### config.mk
export PLATFORM = sky130hd
export DESIGN_NAME = spi_word_splitter_flat
export DESIGN_NICKNAME = d
export VERILOG_FILES = /design/src/rtl/spi_word_splitter_if.sv /design/src/rtl/spi_word_splitter.sv /design/src/flat_wrapper.sv
export SDC_FILE = /design/constraint.sdc
export NUM_CORES = 1
export LEC_CHECK = 0
export ABC_AREA = 1
export CORE_ASPECT_RATIO = 0.7
export CORE_MARGIN = 2
export CORE_UTILIZATION = 35
export CTS_BUF_LIST = sky130_fd_sc_hd__clkbuf_16
export CTS_CLUSTER_DIAMETER = 30
export DETAILED_ROUTE_END_ITERATION = 8
export DONT_BUFFER_PORTS = 1
export SLEW_MARGIN = 25
export SYNTH_ARGS = -nofsm -noshare
export SYNTH_HDL_FRONTEND = slang
export SYNTH_SLANG_ARGS = --single-unit
export TNS_END_PERCENT = 100
### constraint.sdc
create_clock -name clk -period 3.26 [get_ports clk]
set_input_delay 0.489 -clock clk [delete_from_list [all_inputs] [get_ports clk]]
set_output_delay 0.489 -clock clk [all_outputs]
set_load 0.01 [all_outputs]
### src/rtl/spi_word_splitter_if.sv
// Bundle between the word splitter, the SPI slave core and the word-wide send/receive buffers.
// The slave modport is the splitter's view; master is the surrounding environment.
interface spi_word_splitter_if #(
  parameter int DATA_WIDTH     = 32,
  parameter int SPI_DATA_WIDTH = 8,
  parameter int CNT_WIDTH      = 16
);
  logic                      spi_cs;
  logic                      spi_ready;
  logic [SPI_DATA_WIDTH-1:0] spi_data_receive;
  logic [SPI_DATA_WIDTH-1:0] spi_data_send;
  logic                      buf_valid;
  logic                      buf_oe;
  logic [DATA_WIDTH-1:0]     buf_data;
  logic                      rx_wr;
  logic [DATA_WIDTH-1:0]     rx_data;
  logic [CNT_WIDTH-1:0]      rx_words;
  logic                      frame_done;
  logic                      tx_underflow;
  logic                      overrun;
  logic                      partial;

  modport slave (
    input  spi_cs, spi_ready, spi_data_receive, buf_valid, buf_data,
    output spi_data_send, buf_oe, rx_wr, rx_data, rx_words,
           frame_done, tx_underflow, overrun, partial
  );

  modport master (
    output spi_cs, spi_ready, spi_data_receive, buf_valid, buf_data,
    input  spi_data_send, buf_oe, rx_wr, rx_data, rx_words,
           frame_done, tx_underflow, overrun, partial
  );
endinterface

### src/rtl/spi_word_splitter.sv
// Splits send-buffer words into SPI bytes (MSB byte first) and packs received SPI
// bytes back into words for the receive buffer, framed by a synchronous chip select.
module spi_word_splitter #(
  parameter int DATA_WIDTH     = 32,
  parameter int SPI_DATA_WIDTH = 8,
  parameter int CNT_WIDTH      = 16
) (
  input logic clk,
  input logic rst,
  spi_word_splitter_if.slave bus
);
  localparam int BYTES     = DATA_WIDTH / SPI_DATA_WIDTH;
  localparam int IDX_WIDTH = (BYTES > 1) ? $clog2(BYTES) : 1;
  localparam logic [IDX_WIDTH-1:0] LAST_IDX = IDX_WIDTH'(BYTES - 1);

  typedef enum logic [1:0] {IDLE, FETCH, LATCH, SHIFT} state_t;

  state_t state, state_nxt;

  logic [IDX_WIDTH-1:0]      byte_idx, idx_nxt;
  logic [DATA_WIDTH-1:0]     tx_shift, tx_next, rx_next;
  logic [SPI_DATA_WIDTH-1:0] spi_data_send;
  logic                      rx_wr, frame_done, tx_underflow, overrun, partial;
  logic [DATA_WIDTH-1:0]     rx_data;
  logic [CNT_WIDTH-1:0]      rx_words;
  logic                      active, byte_take, word_end, cs_drop, buf_oe;

  assign active    = (state != IDLE);
  assign byte_take = active && bus.spi_ready;
  assign word_end  = byte_take && (byte_idx == LAST_IDX);
  assign cs_drop   = active && !bus.spi_cs;
  assign idx_nxt   = word_end ? '0 : (byte_take ? byte_idx + 1'b1 : byte_idx);
  assign tx_next   = tx_shift << SPI_DATA_WIDTH;

  // The rx shift holds only the bytes preceding the current one, so a one-byte word needs none.
  if (BYTES > 1) begin : g_rx_multi
    logic [DATA_WIDTH-SPI_DATA_WIDTH-1:0] rx_hold;
    assign rx_next = {rx_hold, bus.spi_data_receive};
    always_ff @(posedge clk or posedge rst) begin
      if (rst)            rx_hold <= '0;
      else if (cs_drop)   rx_hold <= '0;
      else if (byte_take) rx_hold <= rx_next[DATA_WIDTH-SPI_DATA_WIDTH-1:0];
    end
  end else begin : g_rx_single
    assign rx_next = bus.spi_data_receive;
  end

  always_ff @(posedge clk or posedge rst) begin
    if (rst) state <= IDLE;
    else     state <= state_nxt;
  end

  always_comb begin
    state_nxt = state;
    case (state)
      IDLE:    if (bus.spi_cs) state_nxt = FETCH;
      FETCH:   state_nxt = bus.buf_valid ? LATCH : SHIFT;
      LATCH:   state_nxt = SHIFT;
      SHIFT:   if (word_end) state_nxt = FETCH;
      default: state_nxt = IDLE;
    endcase
    if (cs_drop) state_nxt = IDLE;
  end

  always_comb begin
    buf_oe = (state == FETCH) && bus.buf_valid && bus.spi_cs;
  end

  always_ff @(posedge clk or posedge rst) begin
    if (rst) begin
      byte_idx      <= '0;
      tx_shift      <= '0;
      spi_data_send <= '0;
      rx_wr         <= 1'b0;
      rx_data       <= '0;
      rx_words      <= '0;
      frame_done    <= 1'b0;
      tx_underflow  <= 1'b0;
      overrun       <= 1'b0;
      partial       <= 1'b0;
    end else begin
      rx_wr      <= 1'b0;
      frame_done <= 1'b0;
      if (!active) begin
        spi_data_send <= '0;
        if (bus.spi_cs) begin
          tx_underflow <= 1'b0;
          overrun      <= 1'b0;
          partial      <= 1'b0;
          rx_words     <= '0;
        end
      end else begin
        byte_idx <= idx_nxt;
        if (word_end) begin
          rx_wr   <= 1'b1;
          rx_data <= rx_next;
          if (rx_words != '1) rx_words <= rx_words + 1'b1;
        end
        if (byte_take) begin
          if (state == SHIFT) begin
            tx_shift      <= tx_next;
            spi_data_send <= tx_next[DATA_WIDTH-1 -: SPI_DATA_WIDTH];
          end else begin
            overrun <= 1'b1;
          end
        end
        // A late byte during FETCH/LATCH must not disturb the word load.
        if (bus.spi_cs && state == FETCH && !bus.buf_valid) begin
          tx_shift      <= '0;
          spi_data_send <= '0;
          tx_underflow  <= 1'b1;
        end
        if (bus.spi_cs && state == LATCH) begin
          tx_shift      <= bus.buf_data;
          spi_data_send <= bus.buf_data[DATA_WIDTH-1 -: SPI_DATA_WIDTH];
        end
        if (cs_drop) begin
          frame_done <= 1'b1;
          byte_idx   <= '0;
          if (idx_nxt != '0) partial <= 1'b1;
        end
      end
    end
  end

  assign bus.spi_data_send = spi_data_send;
  assign bus.buf_oe        = buf_oe;
  assign bus.rx_wr         = rx_wr;
  assign bus.rx_data       = rx_data;
  assign bus.rx_words      = rx_words;
  assign bus.frame_done    = frame_done;
  assign bus.tx_underflow  = tx_underflow;
  assign bus.overrun       = overrun;
  assign bus.partial       = partial;
endmodule

### src/flat_wrapper.sv
// flat-port wrapper written by rule: the top's interface ports become plain ports
module spi_word_splitter_flat 
#(
  parameter int DATA_WIDTH     = 32,
  parameter int SPI_DATA_WIDTH = 8,
  parameter int CNT_WIDTH      = 16
)
  (clk, rst, bus_spi_cs, bus_spi_ready, bus_spi_data_receive, bus_buf_valid, bus_buf_data, bus_spi_data_send, bus_buf_oe, bus_rx_wr, bus_rx_data, bus_rx_words, bus_frame_done, bus_tx_underflow, bus_overrun, bus_partial);
  spi_word_splitter_if #(.DATA_WIDTH(DATA_WIDTH), .SPI_DATA_WIDTH(SPI_DATA_WIDTH), .CNT_WIDTH(CNT_WIDTH)) bus_i ();
  input logic clk;
  input logic rst;
  input wire logic [$bits(bus_i.spi_cs)-1:0] bus_spi_cs;
  input wire logic [$bits(bus_i.spi_ready)-1:0] bus_spi_ready;
  input wire logic [$bits(bus_i.spi_data_receive)-1:0] bus_spi_data_receive;
  input wire logic [$bits(bus_i.buf_valid)-1:0] bus_buf_valid;
  input wire logic [$bits(bus_i.buf_data)-1:0] bus_buf_data;
  output wire logic [$bits(bus_i.spi_data_send)-1:0] bus_spi_data_send;
  output wire logic [$bits(bus_i.buf_oe)-1:0] bus_buf_oe;
  output wire logic [$bits(bus_i.rx_wr)-1:0] bus_rx_wr;
  output wire logic [$bits(bus_i.rx_data)-1:0] bus_rx_data;
  output wire logic [$bits(bus_i.rx_words)-1:0] bus_rx_words;
  output wire logic [$bits(bus_i.frame_done)-1:0] bus_frame_done;
  output wire logic [$bits(bus_i.tx_underflow)-1:0] bus_tx_underflow;
  output wire logic [$bits(bus_i.overrun)-1:0] bus_overrun;
  output wire logic [$bits(bus_i.partial)-1:0] bus_partial;
  assign bus_i.spi_cs = bus_spi_cs;
  assign bus_i.spi_ready = bus_spi_ready;
  assign bus_i.spi_data_receive = bus_spi_data_receive;
  assign bus_i.buf_valid = bus_buf_valid;
  assign bus_i.buf_data = bus_buf_data;
  assign bus_spi_data_send = bus_i.spi_data_send;
  assign bus_buf_oe = bus_i.buf_oe;
  assign bus_rx_wr = bus_i.rx_wr;
  assign bus_rx_data = bus_i.rx_data;
  assign bus_rx_words = bus_i.rx_words;
  assign bus_frame_done = bus_i.frame_done;
  assign bus_tx_underflow = bus_i.tx_underflow;
  assign bus_overrun = bus_i.overrun;
  assign bus_partial = bus_i.partial;
  spi_word_splitter #(.DATA_WIDTH(DATA_WIDTH), .SPI_DATA_WIDTH(SPI_DATA_WIDTH), .CNT_WIDTH(CNT_WIDTH)) u_core (.clk(clk), .rst(rst), .bus(bus_i));
endmodule
==> impl_metrics.json <==
{
  "worstPathRequired_ns": 3.56,
  "power.density_nw_per_um2": 938,
  "std_cell_rows": 37,
  "cts_resized": 0,
  "vias_per_cell": 4.76,
  "grtUsageTotal": 0.166,
  "diodes": 0,
  "ys_warn_count": 0,
  "post_cts_buffers": 0,
  "drc": 0,
  "first_global_vias": 3943,
  "grt_max_degree": 72,
  "syn_area_per_cell_um2": 8.32,
  "syn_area_um2": 5200,
  "arrival_ns": 2.52,
  "start_kind": "flop",
  "relSlewSlack": 0.368,
  "placed_cells": 801,
  "layout-drive-gt1-share": 0.0922,
  "drt_iter0_drc": 286,
  "async_reset_ff_frac": 1.00,
  "synth_edf_count": 0,
  "gr-total-overflow": 0,
  "ys_ff_latch": 113,
  "ys_seq_area_frac": 0.544,
  "clk_pin_slew_ns": 0.06,
  "pin_count": 107,
  "postCtsHoldBufs": 0,
  "grt_pass1_wl_um": 20400,
  "fin_hold_ws_ns": 0.227,
  "netlist_instances": 625,
  "wl_um": 12500,
  "p_leak_nw": 2.98,
  "cts_made_buffers": 17,
  "ir_worst_vdd_mv": 0.356,
  "netlist.area_leader.share": 0.544,
  "gp_congestion": 0.866,
  "mappedNetlistNets": 678,
  "synth_area_leaders": "dfrtp_1, nand2_1, inv_1",
  "fin_util": 0.416,
  "finalSetupTns_ns": 0,
  "finClkSkew_ns": 0.0102,
  "die_width_um": 150,
  "fp.dieH_um": 106,
  "synthTopCellsByCount": "nand2_1, dfrtp_1, inv_1",
  "period_minus_slack_ns": 2.22,
  "maxSlewViolCount": 0,
  "hold_class": "primary input to flop",
  "htree_num_levels": 4,
  "max_stage_delay_ns": 0.58,
  "synth.largest_area_cell": "dfrtp_1",
  "area_delta_synth_final_pct": 16.9,
  "via_count": 3978,
  "crit_chain": "inv_1 > ha_1 > nor2_2 > nand2_1 > o22ai_1",
  "ctsRootBufferMaster": "clkbuf_16",
  "multiInputGateArea_um2": 2000,
  "fmaxAchievable_mhz": 450,
  "hold_violations": 0,
  "nets": 680,
  "coreArea_um2": 14600,
  "cts_tree": "built",
  "critPathCaptureType": "flop",
  "avgRoutedWirePerCell_um": 15.0,
  "first_pass_iters": 4,
  "rsz0062_at_grt": "false",
  "start_util": 0.356,
  "io_buffers": 0,
  "clk-insertion-delay-late_ns": 0.41,
  "critPathSlowestCell": "nand2_1",
  "stdcell_count": 835,
  "dp_hpwl_um": 8710,
  "ys.flop_type": "dfrtp_1",
  "ctsLongestPathBuffers": 2,
  "ys_types": 28,
  "setup_violations": 0,
  "fin_crit_sh": 0.681,
  "register_area_um2": 2830,
  "fill_cells": 1474,
  "die_area_um2": 15900,
  "run_status": "complete, no violations",
  "crit_type": "flop to flop",
  "cts_sinks": 113,
  "drt.antenna.violating_nets": 0,
  "synth_most_common_cell": "nand2_1",
  "cap_violations": 0,
  "tightest_slew_ns": 0.946,
  "antenna_found_initial": 0,
  "path_max_fanout": 24,
  "reg2reg_slack_ns": 1.04
}
[worst max-delay path, delay by kind of cell (launching register included)]
family / cells / cell delay (ns)
AO/OA/AOI/OAI: 1 / 0.42
adder cells (fa/ha/maj): 1 / 0.34
buffers and inverters: 1 / 0.12
flip-flops: 1 / 0.41
AND/OR/NAND/NOR: 2 / 0.82
[final cells by class]
cell class / instances / share of cell area
clock buffer: 17 / 0.0699
clock inverter: 15 / 0.0393
inverter: 66 / 0.0418
multi-input combinational: 421 / 0.330
sequential: 113 / 0.465
tap: 195 / 0.0401
timing repair buffer: 8 / 0.0144
[where the power goes]
group          internal, mW  switching, mW
clock network          1.43          0.668
registers              1.84          0.398
logic                 0.441          0.931
[routing by layer]
metal	up-vias	GRT usage	part of all wire	wire length [um]
met3	11	0.0725	0.096	1210
met4	0	0.0660	0.0091	114
met1	1846	0.216	0.46	5740
li1	1999	-	-	-
met2	122	0.241	0.44	5460
met5	-	0	0	0
[metrics by stage]
step | setup WS [ns] | power (mW) | cell area [um^2]
after floorplan | 1.40 | 3.23 | 5210
after global placement | 1.21 | 3.55 | 5390
after detailed placement | 1.09 | 3.63 | 5390
after CTS | 1.08 | 5.76 | 6050
after global routing | 0.833 | 6.09 | 6080
final | 1.04 | 5.71 | 6080
[sequential cells by signal, summed over array words and instances, names as in the netlist]
register                   count
u_core.bus.rx_data            32
u_core.g_rx_multi.rx_hold     24
u_core.tx_shift               24
u_core.bus.rx_words           16
u_core.bus.spi_data_send       8
u_core.byte_idx                2
u_core.state                   2
u_core.bus.frame_done          1
u_core.bus.overrun             1
u_core.bus.partial             1
u_core.bus.rx_wr               1
u_core.bus.tx_underflow        1
[layout by cell type (no fill, tap or decap), types with 8 or more instances in the layout]
cell / Yosys / routed
inv_1: 63 / 63
nand3_1: 34 / 34
ha_1: 8 / 8
o21ai_1: 8 / 8
nor2_1: 37 / 37
a21oi_1: 11 / 10
clkbuf_16: 0 / 17
o22ai_1: 24 / 24
nand2_1: 213 / 213
o21ai_0: 47 / 47
dfrtp_1: 113 / 113
[logic make-up after synthesis]
family,share of synthesized area
AND/OR/NAND/NOR,0.249
flip-flops,0.544
AO/OA/AOI/OAI,0.102
buffers and inverters,0.0719
XOR/XNOR,0.0135
adder cells (fa/ha/maj),0.0192
[final timing paths]
check / cells past startpoint / to / from
worst min-delay path: 2 / u_core.tx_shift[7] / bus_buf_data[7]
worst max-delay path: 5 / u_core.g_rx_multi.rx_hold[10] / u_core.state[0]
worst max register to register: 5 / u_core.g_rx_multi.rx_hold[10] / u_core.state[0]
max in group asynchronous: 3 / u_core.bus.rx_words[0] / rst
min in group asynchronous: 2 / u_core.bus.rx_data[3] / rst
worst min register to register: 2 / u_core.tx_shift[14] / u_core.tx_shift[14]
Power figures use the tool's default switching activity.
